<file path="src/rtl/clock_display_pkg.sv">
// Shared types, digit codes and segment lookup for the 12-hour clock display.
// Imported by the scan top and the BCD converter.
package clock_display_pkg;

  typedef enum logic [2:0] {
    S_IDLE,
    S_CONV_H,
    S_CONV_M,
    S_CONV_S,
    S_COMMIT
  } state_t;

  typedef struct packed {
    logic [3:0] hours;
    logic [5:0] minutes;
    logic [5:0] seconds;
    logic       am_pm;
  } time_t;

  localparam int NUM_DIG = 6;
  localparam int DIG_HT  = 0;
  localparam int DIG_HU  = 1;
  localparam int DIG_MT  = 2;
  localparam int DIG_MU  = 3;
  localparam int DIG_ST  = 4;
  localparam int DIG_SU  = 5;

  localparam logic [3:0] CODE_BLANK = 4'hE;
  localparam logic [3:0] CODE_DASH  = 4'hF;

  // Segment order is {g,f,e,d,c,b,a}.
  function automatic logic [6:0] seg_lut(input logic [3:0] code);
    logic [6:0] s;
    unique case (code)
      4'h0:    s = 7'h3F;
      4'h1:    s = 7'h06;
      4'h2:    s = 7'h5B;
      4'h3:    s = 7'h4F;
      4'h4:    s = 7'h66;
      4'h5:    s = 7'h6D;
      4'h6:    s = 7'h7D;
      4'h7:    s = 7'h07;
      4'h8:    s = 7'h7F;
      4'h9:    s = 7'h6F;
      4'hF:    s = 7'h40;
      default: s = 7'h00;
    endcase
    return s;
  endfunction

  function automatic logic time_valid(input time_t t);
    return (t.hours != 4'd0) && (t.hours <= 4'd12) &&
           (t.minutes <= 6'd59) && (t.seconds <= 6'd59);
  endfunction

endpackage

</file>
<file path="src/rtl/bin2bcd_seq.sv">
// Sequential double-dabble: 6-bit binary to two BCD digits.
// First iteration happens on the start edge so done lands 6 cycles later.
import clock_display_pkg::*;

module bin2bcd_seq (
  input  logic       clk,
  input  logic       rst,
  input  logic       ena,
  input  logic       start,
  input  logic [5:0] bin,
  output logic [3:0] tens,
  output logic [3:0] units,
  output logic       done
);

  logic [13:0] sr;
  logic [2:0]  cnt;

  function automatic logic [13:0] step(input logic [13:0] s);
    logic [3:0] t;
    logic [3:0] u;
    t = s[13:10];
    u = s[9:6];
    if (u >= 4'd5) u = u + 4'd3;
    if (t >= 4'd5) t = t + 4'd3;
    return {t, u, s[5:0]} << 1;
  endfunction

  always_ff @(posedge clk) begin
    if (rst) begin
      sr   <= '0;
      cnt  <= '0;
      done <= 1'b0;
    end else if (ena) begin
      done <= 1'b0;
      if (start) begin
        sr  <= step({8'd0, bin});
        cnt <= 3'd5;
      end else if (cnt != 3'd0) begin
        sr  <= step(sr);
        cnt <= cnt - 3'd1;
        if (cnt == 3'd1) done <= 1'b1;
      end
    end
  end

  assign tens  = sr[13:10];
  assign units = sr[9:6];

endmodule

</file>
<file path="src/rtl/clock_display_scan.sv">
// Snapshot, BCD conversion and 6-digit multiplexed scan for the clock.
// Optional blink of the field being set: CLOCK_DISPLAY_SCAN_BLINK_EN.
import clock_display_pkg::*;

module clock_display_scan #(
  parameter int SCAN_DIV  = 10000,
  parameter int BLINK_DIV = 256
) (
  input  logic       clk,
  input  logic       rst,
  input  logic       ena,
  input  logic       upd,
  input  logic [3:0] hours,
  input  logic [5:0] minutes,
  input  logic [5:0] seconds,
  input  logic       am_pm,
  input  logic [1:0] set_mode,
  output logic [6:0] seg,
  output logic       dp,
  output logic [5:0] dig_sel,
  output logic       busy,
  output logic       err
);

  localparam int PW = $clog2(SCAN_DIV + 1);

  state_t state, state_nx;
  time_t  in_t, snap, shadow;
  logic   pending, kick;

  logic [5:0] conv_bin;
  logic [3:0] conv_t, conv_u;
  logic       conv_done;

  logic [3:0] h_t, h_u, m_t, m_u, s_t, s_u;
  logic [5:0][3:0] disp;
  logic       disp_pm;

  logic [PW-1:0] presc;
  logic [2:0]    idx, idx_nx;
  logic          wrap, blank_nx, dp_raw;

  assign in_t = {hours, minutes, seconds, am_pm};

  bin2bcd_seq u_bcd (
    .clk   (clk),
    .rst   (rst),
    .ena   (ena),
    .start (kick),
    .bin   (conv_bin),
    .tens  (conv_t),
    .units (conv_u),
    .done  (conv_done)
  );

  always_ff @(posedge clk) begin
    if (rst) state <= S_IDLE;
    else if (ena) state <= state_nx;
  end

  always_comb begin
    state_nx = state;
    unique case (state)
      S_IDLE:   if (upd) state_nx = S_CONV_H;
      S_CONV_H: if (conv_done) state_nx = S_CONV_M;
      S_CONV_M: if (conv_done) state_nx = S_CONV_S;
      S_CONV_S: if (conv_done) state_nx = S_COMMIT;
      S_COMMIT:
        state_nx = (upd || pending) ? S_CONV_H : S_IDLE;
      default:  state_nx = S_IDLE;
    endcase
  end

  always_comb begin
    busy     = (state != S_IDLE);
    conv_bin = 6'd0;
    unique case (state)
      S_CONV_H: conv_bin = {2'b00, snap.hours};
      S_CONV_M: conv_bin = snap.minutes;
      S_CONV_S: conv_bin = snap.seconds;
      default:  conv_bin = 6'd0;
    endcase
  end

  // kick is the start pulse in the first cycle of each conversion state
  always_ff @(posedge clk) begin
    if (rst) begin
      kick <= 1'b0;
    end else if (ena) begin
      kick <= (state_nx != state) &&
              (state_nx inside {S_CONV_H, S_CONV_M, S_CONV_S});
    end
  end

  always_ff @(posedge clk) begin
    if (rst) begin
      snap    <= '0;
      shadow  <= '0;
      pending <= 1'b0;
      h_t     <= '0;
      h_u     <= '0;
      m_t     <= '0;
      m_u     <= '0;
      s_t     <= '0;
      s_u     <= '0;
      disp    <= {NUM_DIG{CODE_BLANK}};
      disp_pm <= 1'b0;
      err     <= 1'b0;
    end else if (ena) begin
      if (state == S_IDLE && upd) snap <= in_t;
      if (busy && upd && state != S_COMMIT) begin
        shadow  <= in_t;
        pending <= 1'b1;
      end
      if (conv_done) begin
        unique case (state)
          S_CONV_H: begin h_t <= conv_t; h_u <= conv_u; end
          S_CONV_M: begin m_t <= conv_t; m_u <= conv_u; end
          S_CONV_S: begin s_t <= conv_t; s_u <= conv_u; end
          default: ;
        endcase
      end
      if (state == S_COMMIT) begin
        pending <= 1'b0;
        if (upd) snap <= in_t;
        else if (pending) snap <= shadow;
        disp_pm <= snap.am_pm;
        if (time_valid(snap)) begin
          err  <= 1'b0;
          disp <= {s_u, s_t, m_u, m_t, h_u,
                   (h_t == 4'd0) ? CODE_BLANK : h_t};
        end else begin
          err  <= 1'b1;
          disp <= {NUM_DIG{CODE_DASH}};
        end
      end
    end
  end

  assign wrap   = (presc == PW'(SCAN_DIV - 1));
  assign idx_nx = (idx == 3'(DIG_SU)) ? 3'd0 : idx + 3'd1;

  always_comb begin
    dp_raw = 1'b0;
    unique case (1'b1)
      idx_nx == 3'(DIG_HU),
      idx_nx == 3'(DIG_MU): dp_raw = 1'b1;
      idx_nx == 3'(DIG_SU): dp_raw = disp_pm;
      default:              dp_raw = 1'b0;
    endcase
  end

`ifdef CLOCK_DISPLAY_SCAN_BLINK_EN
  localparam int BW = $clog2(BLINK_DIV + 1);

  logic [BW-1:0] blink_cnt;
  logic          blink_ph;

  always_ff @(posedge clk) begin
    if (rst) begin
      blink_cnt <= '0;
      blink_ph  <= 1'b0;
    end else if (ena && wrap && idx == 3'(DIG_SU)) begin
      if (blink_cnt == BW'(BLINK_DIV - 1)) begin
        blink_cnt <= '0;
        blink_ph  <= ~blink_ph;
      end else begin
        blink_cnt <= blink_cnt + 1'b1;
      end
    end
  end

  // digit pair n/2 belongs to set_mode n/2+1
  assign blank_nx = blink_ph && (set_mode != 2'd0) &&
                    (2'(idx_nx[2:1] + 2'd1) == set_mode);
`else
  logic unused_blink;
  assign unused_blink = ^set_mode ^ (BLINK_DIV == 0);
  assign blank_nx     = 1'b0;
`endif

  // select, segments and dp switch on the same edge to avoid ghosting
  always_ff @(posedge clk) begin
    if (rst) begin
      presc   <= '0;
      idx     <= '0;
      dig_sel <= 6'b000001;
      seg     <= '0;
      dp      <= 1'b0;
    end else if (ena) begin
      if (wrap) begin
        presc   <= '0;
        idx     <= idx_nx;
        dig_sel <= 6'(1) << idx_nx;
        seg     <= blank_nx ? 7'd0 : seg_lut(disp[idx_nx]);
        dp      <= blank_nx ? 1'b0 : dp_raw;
      end else begin
        presc <= presc + 1'b1;
      end
    end
  end

endmodule

</file>
<file path="config.mk">
export PLATFORM = sky130hd
export DESIGN_NAME = clock_display_scan
export DESIGN_NICKNAME = d
export VERILOG_FILES = /design/src/rtl/clock_display_pkg.sv /design/src/rtl/bin2bcd_seq.sv /design/src/rtl/clock_display_scan.sv
export SDC_FILE = /design/constraint.sdc
export NUM_CORES = 1
export LEC_CHECK = 0
export BUFFER_PORTS_ARGS = -buffer_cell sky130_fd_sc_hd__buf_2
export CAP_MARGIN = 0
export CORE_MARGIN = 2
export CORE_UTILIZATION = 65
export CTS_CLUSTER_DIAMETER = 40
export DETAILED_ROUTE_END_ITERATION = 10
export GPL_TIMING_DRIVEN = 1
export PLACE_DENSITY_LB_ADDON = 0.25
export SLEW_MARGIN = 20
export SYNTH_ARGS = -nofsm -noshare
export SYNTH_HDL_FRONTEND = slang
export SYNTH_SLANG_ARGS = --single-unit
</file>
<file path="constraint.sdc">
create_clock -name clk -period 4.4 [get_ports clk]
set_clock_uncertainty 0.15 [all_clocks]
set_input_delay 0.88 -clock clk [delete_from_list [all_inputs] [get_ports clk]]
set_output_delay 0.88 -clock clk [all_outputs]
set_load 0.02 [all_outputs]
</file>
==> results.md <==
* Post-Place Cells at 820
* Main synth FF type: dfxtp_1
* Power Internal at about 2.1 mW
* Hold depth at 2
* # Post-CTS Setup Buffers at 0
* Area growth syn-to-layout at 11.90%
* Worst setup EP type: register
* CTS sink count at about 140
* Max capacitance violation total at 0
* Tightest Pin Transition at 0.9252 ns
* Initial Util at 66.42%
* Ratio of cells with drive above 1 in the final layout at 12.82%
* Clock power frac at ~49%
* # H-tree levels at 4
* R2R Path End: seg[1]$_SDFFE_PP0P_
* Clock transition at path regs at about 0.06 ns
* Mapped Cells at roughly 720
* First-pass GRT wire length at 22830 um
* Synthesized cell area at 6108 um2
* Number of flops mapped to enable cells by yosys at 0
* Crit-path most repeated cell: a21oi_1
* Fill count at 669
* CP max FO at 22
* Post-Route WL at 13650 um
* Antenna diodes at 0
* GRT Overall Usage at 27.93%
* Avg Vias per Cell at 6.025
* Area share of the largest cell type after synthesis at 44.90%
* Register area share after synthesis at 44.90%
* Hold/Removal Path Class: reg2reg
* Non-Filler Instances at 852
* WHS at 0.2992 ns
* Detailed Place HPWL at around 8700 um
* WHS Endpoint: seg[0]$_SDFFE_PP0P_
* Worst vdd ir at 279.5 uV
* Initial DRT Pass Iterations at 6
* Min Clock Period, post-route at between 3 and 4 ns
* Post-cts sizing count at 0
* Pwr dens at 416.7 nW/um2
* # setup viols final at 0
* Status: finished clean
* Asr flop ratio synth at 0%
* RSZ-0062 raised after global routing: no
* CP cell instances: and2b_1, a21oi_1, o22ai_1, a222oi_1, inv_1, ha_1, nand2_1, a21oi_1, o21ai_0
* CP required at 4.64 ns
* Commonest cells post-synth: dfxtp_1, nor2_1, nand2_1
* IO Pins at 39
* Netlist cell types at between 50 and 60
* Critical Path Source Type: register
* Worst hold start: seg[0]$_SDFFE_PP0P_
* Via count at 5133
* Antenna-violating nets left at 0
* RR Startpoint: idx[0]$_SDFFE_PP0P_
* Placer congestion estimate at 0.9371
* Initial drt markers at 391
* Util after Layout at 74.33%
* Largest cells by area after synthesis: dfxtp_1, nor2_1, a21oi_1
* Syn_nets at 755
* Max-slew violations at 0
* Overall Power at roughly 2.8 mW
* Most common cell in the netlist: dfxtp_1
* Max clock buf depth at 2
* Drt wl/cell at about 16 um
* CTS tree: built
* Sw frac at 24.80%
* Clk root buf: clkbuf_8
* Vias in the first global route at 4876
* Yosys reg bits at approximately 140
* Latest clock arrival within the worst-skew pair at 0.52 ns
* Worst EP arrival at 3.63 ns
* DIE AREA at 10190 um2
* Largest net degree at the start of global routing at 97
* Row count at 35
* Gate power share at 5.6%
* Post-CTS Hold Buffers at 0
* Global route total overflow at 0
* Final period utilization at around three quarters
* YS warnings at 0
* Input/output buffers at 36
* Synthesized area per cell at 8.519 um2
* Peak Freq at 295.2 MHz
* CP bufs+invs at 1
* Die width at 100.9 um
* Worst path max stage delay at ~0.83 ns
* Initial antenna violation count at 0
* LEAKAGE at 2.603 nW
* Die H at between 100 and 150 um
* Final Hold Vio Count at 0
* Seq pwr share at 45.3%
* Setup TNS at 0 ns
* Rel. slew slack at 38.32%
* Critical path's slowest cell: dfxtp_1
* Crit path max-delay family: compound AO/OA/AOI/OAI gates
* Core area at ~9200 um2
* Yosys top cell by area: dfxtp_1
* CTS buffer count at 17
* Detailed-route DRC error count at 0
* Psw at ~0.71 mW
* Register-to-Register Path Depth at 9
* Critical path class: reg2reg
* Reg2reg setup slack at 1.01 ns
* Nets@finish at between 700 and 800
kinds of logic (layout without fill, tap and decap cells):
logic type | count (synthesis) | count (layout) | share of synthesized area [%]
AOI/OAI and AO/OA | 158 | 158 | 16.53
adders and majority gates | 15 | 15 | 3.073
DFF | 137 | 137 | 44.90
xor gates and xnor gates | 17 | 17 | 2.437
muxes | 30 | 30 | 5.121
buffers and inverters | 62 | 86 | 4.322
and+or+nand+nor | 298 | 298 | 23.62
cell usage in the layout, fill, tap and decap left out, types with 10 or more instances in the layout:
cell / Yosys / final
dfxtp_1: 137 / 137
ha_1: 15 / 15
nand3_1: 14 / 14
inv_1: 13 / 13
a21oi_1: 56 / 56
a211oi_1: 20 / 20
xor2_1: 10 / 10
buf_2: 13 / 35
nand2_1: 69 / 69
nor2_1: 117 / 116
o21ai_0: 12 / 12
o21bai_1: 17 / 17
clkbuf_16: 0 / 16
mux2i_1: 23 / 23
nor3_1: 34 / 34
o22ai_1: 21 / 21
metal layers:
layer  share of wire [%]  wire length, um  vias to the layer above  global-route usage (%)
met5                   0                0                        -                       0
met4                 1.4              188                        0                   9.356
met3                 5.2              716                       16                   5.340
met2                  51             6957                      162                   48.97
met1                  42             5789                     2429                   34.48
li1                    -                -                     2526                       -
final cells by class:
class / count / area [um2] / area share [%]
well taps: 111 / 138.9 / 2.032
clock buffers: 18 / 417.9 / 6.114
flip-flops and latches: 137 / 2743 / 40.12
inverters: 13 / 48.80 / 0.7139
repair buffers: 41 / 220.2 / 3.222
clock inverters: 14 / 162.7 / 2.380
multi-input cells: 518 / 3104 / 45.41
worst reg2reg max path: cells and delay by family (launching register included):
family / cells / cell delay, ns
AO/OA/AOI/OAI: 5 / 1.34
adder cells (fa/ha/maj): 1 / 0.37
buffers and inverters: 1 / 0.23
flip-flops: 1 / 0.83
AND/OR/NAND/NOR: 2 / 0.36
worst max path at each step:
| stage | to | from | depth (start not counted) |
|---|---|---|---|
| after CTS | seg[1]$_SDFFE_PP0P_ | idx[0]$_SDFFE_PP0P_ | 9 |
| after global routing | seg[1]$_SDFFE_PP0P_ | idx[0]$_SDFFE_PP0P_ | 9 |
| after detailed placement | seg[1]$_SDFFE_PP0P_ | idx[0]$_SDFFE_PP0P_ | 9 |
| after global placement | disp[3]$_SDFFE_PP1P_ | ena | 7 |
| after floorplan | seg[1]$_SDFFE_PP0P_ | idx[2]$_SDFFE_PP0P_ | 9 |
| final | seg[1]$_SDFFE_PP0P_ | idx[0]$_SDFFE_PP0P_ | 9 |
state kept, by name, indices dropped and copies added (netlist names), 3 cells and up:
signal	cells
s_t	4
snap	17
m_t	4
h_t	4
seg	7
u_bcd.cnt	3
dig_sel	6
h_u	4
m_u	4
presc	14
s_u	4
disp	24
state	3
shadow	17
idx	3
u_bcd.sr	13
power by group through the flow:
stage               Clock [mW]  Sequential, mW  Combinational (mW)
finish                    1.40            1.29               0.161
global route              1.47            1.29               0.178
CTS                       1.40            1.29               0.160
detailed placement           0            1.32               0.159
global placement             0            1.32               0.152
floorplan                    0            1.30               0.126
stage by stage:
step / setup slack, ns / instance area (um2)
4_1_cts: 1.099 / 6835
3_5_place_dp: 1.122 / 6255
2_1_floorplan: 1.934 / 6108
3_3_place_gp: 1.193 / 6252
5_1_grt: 0.7459 / 6835
6_report: 1.012 / 6835
No activity file was read; power rests on OpenSTA's default activity.
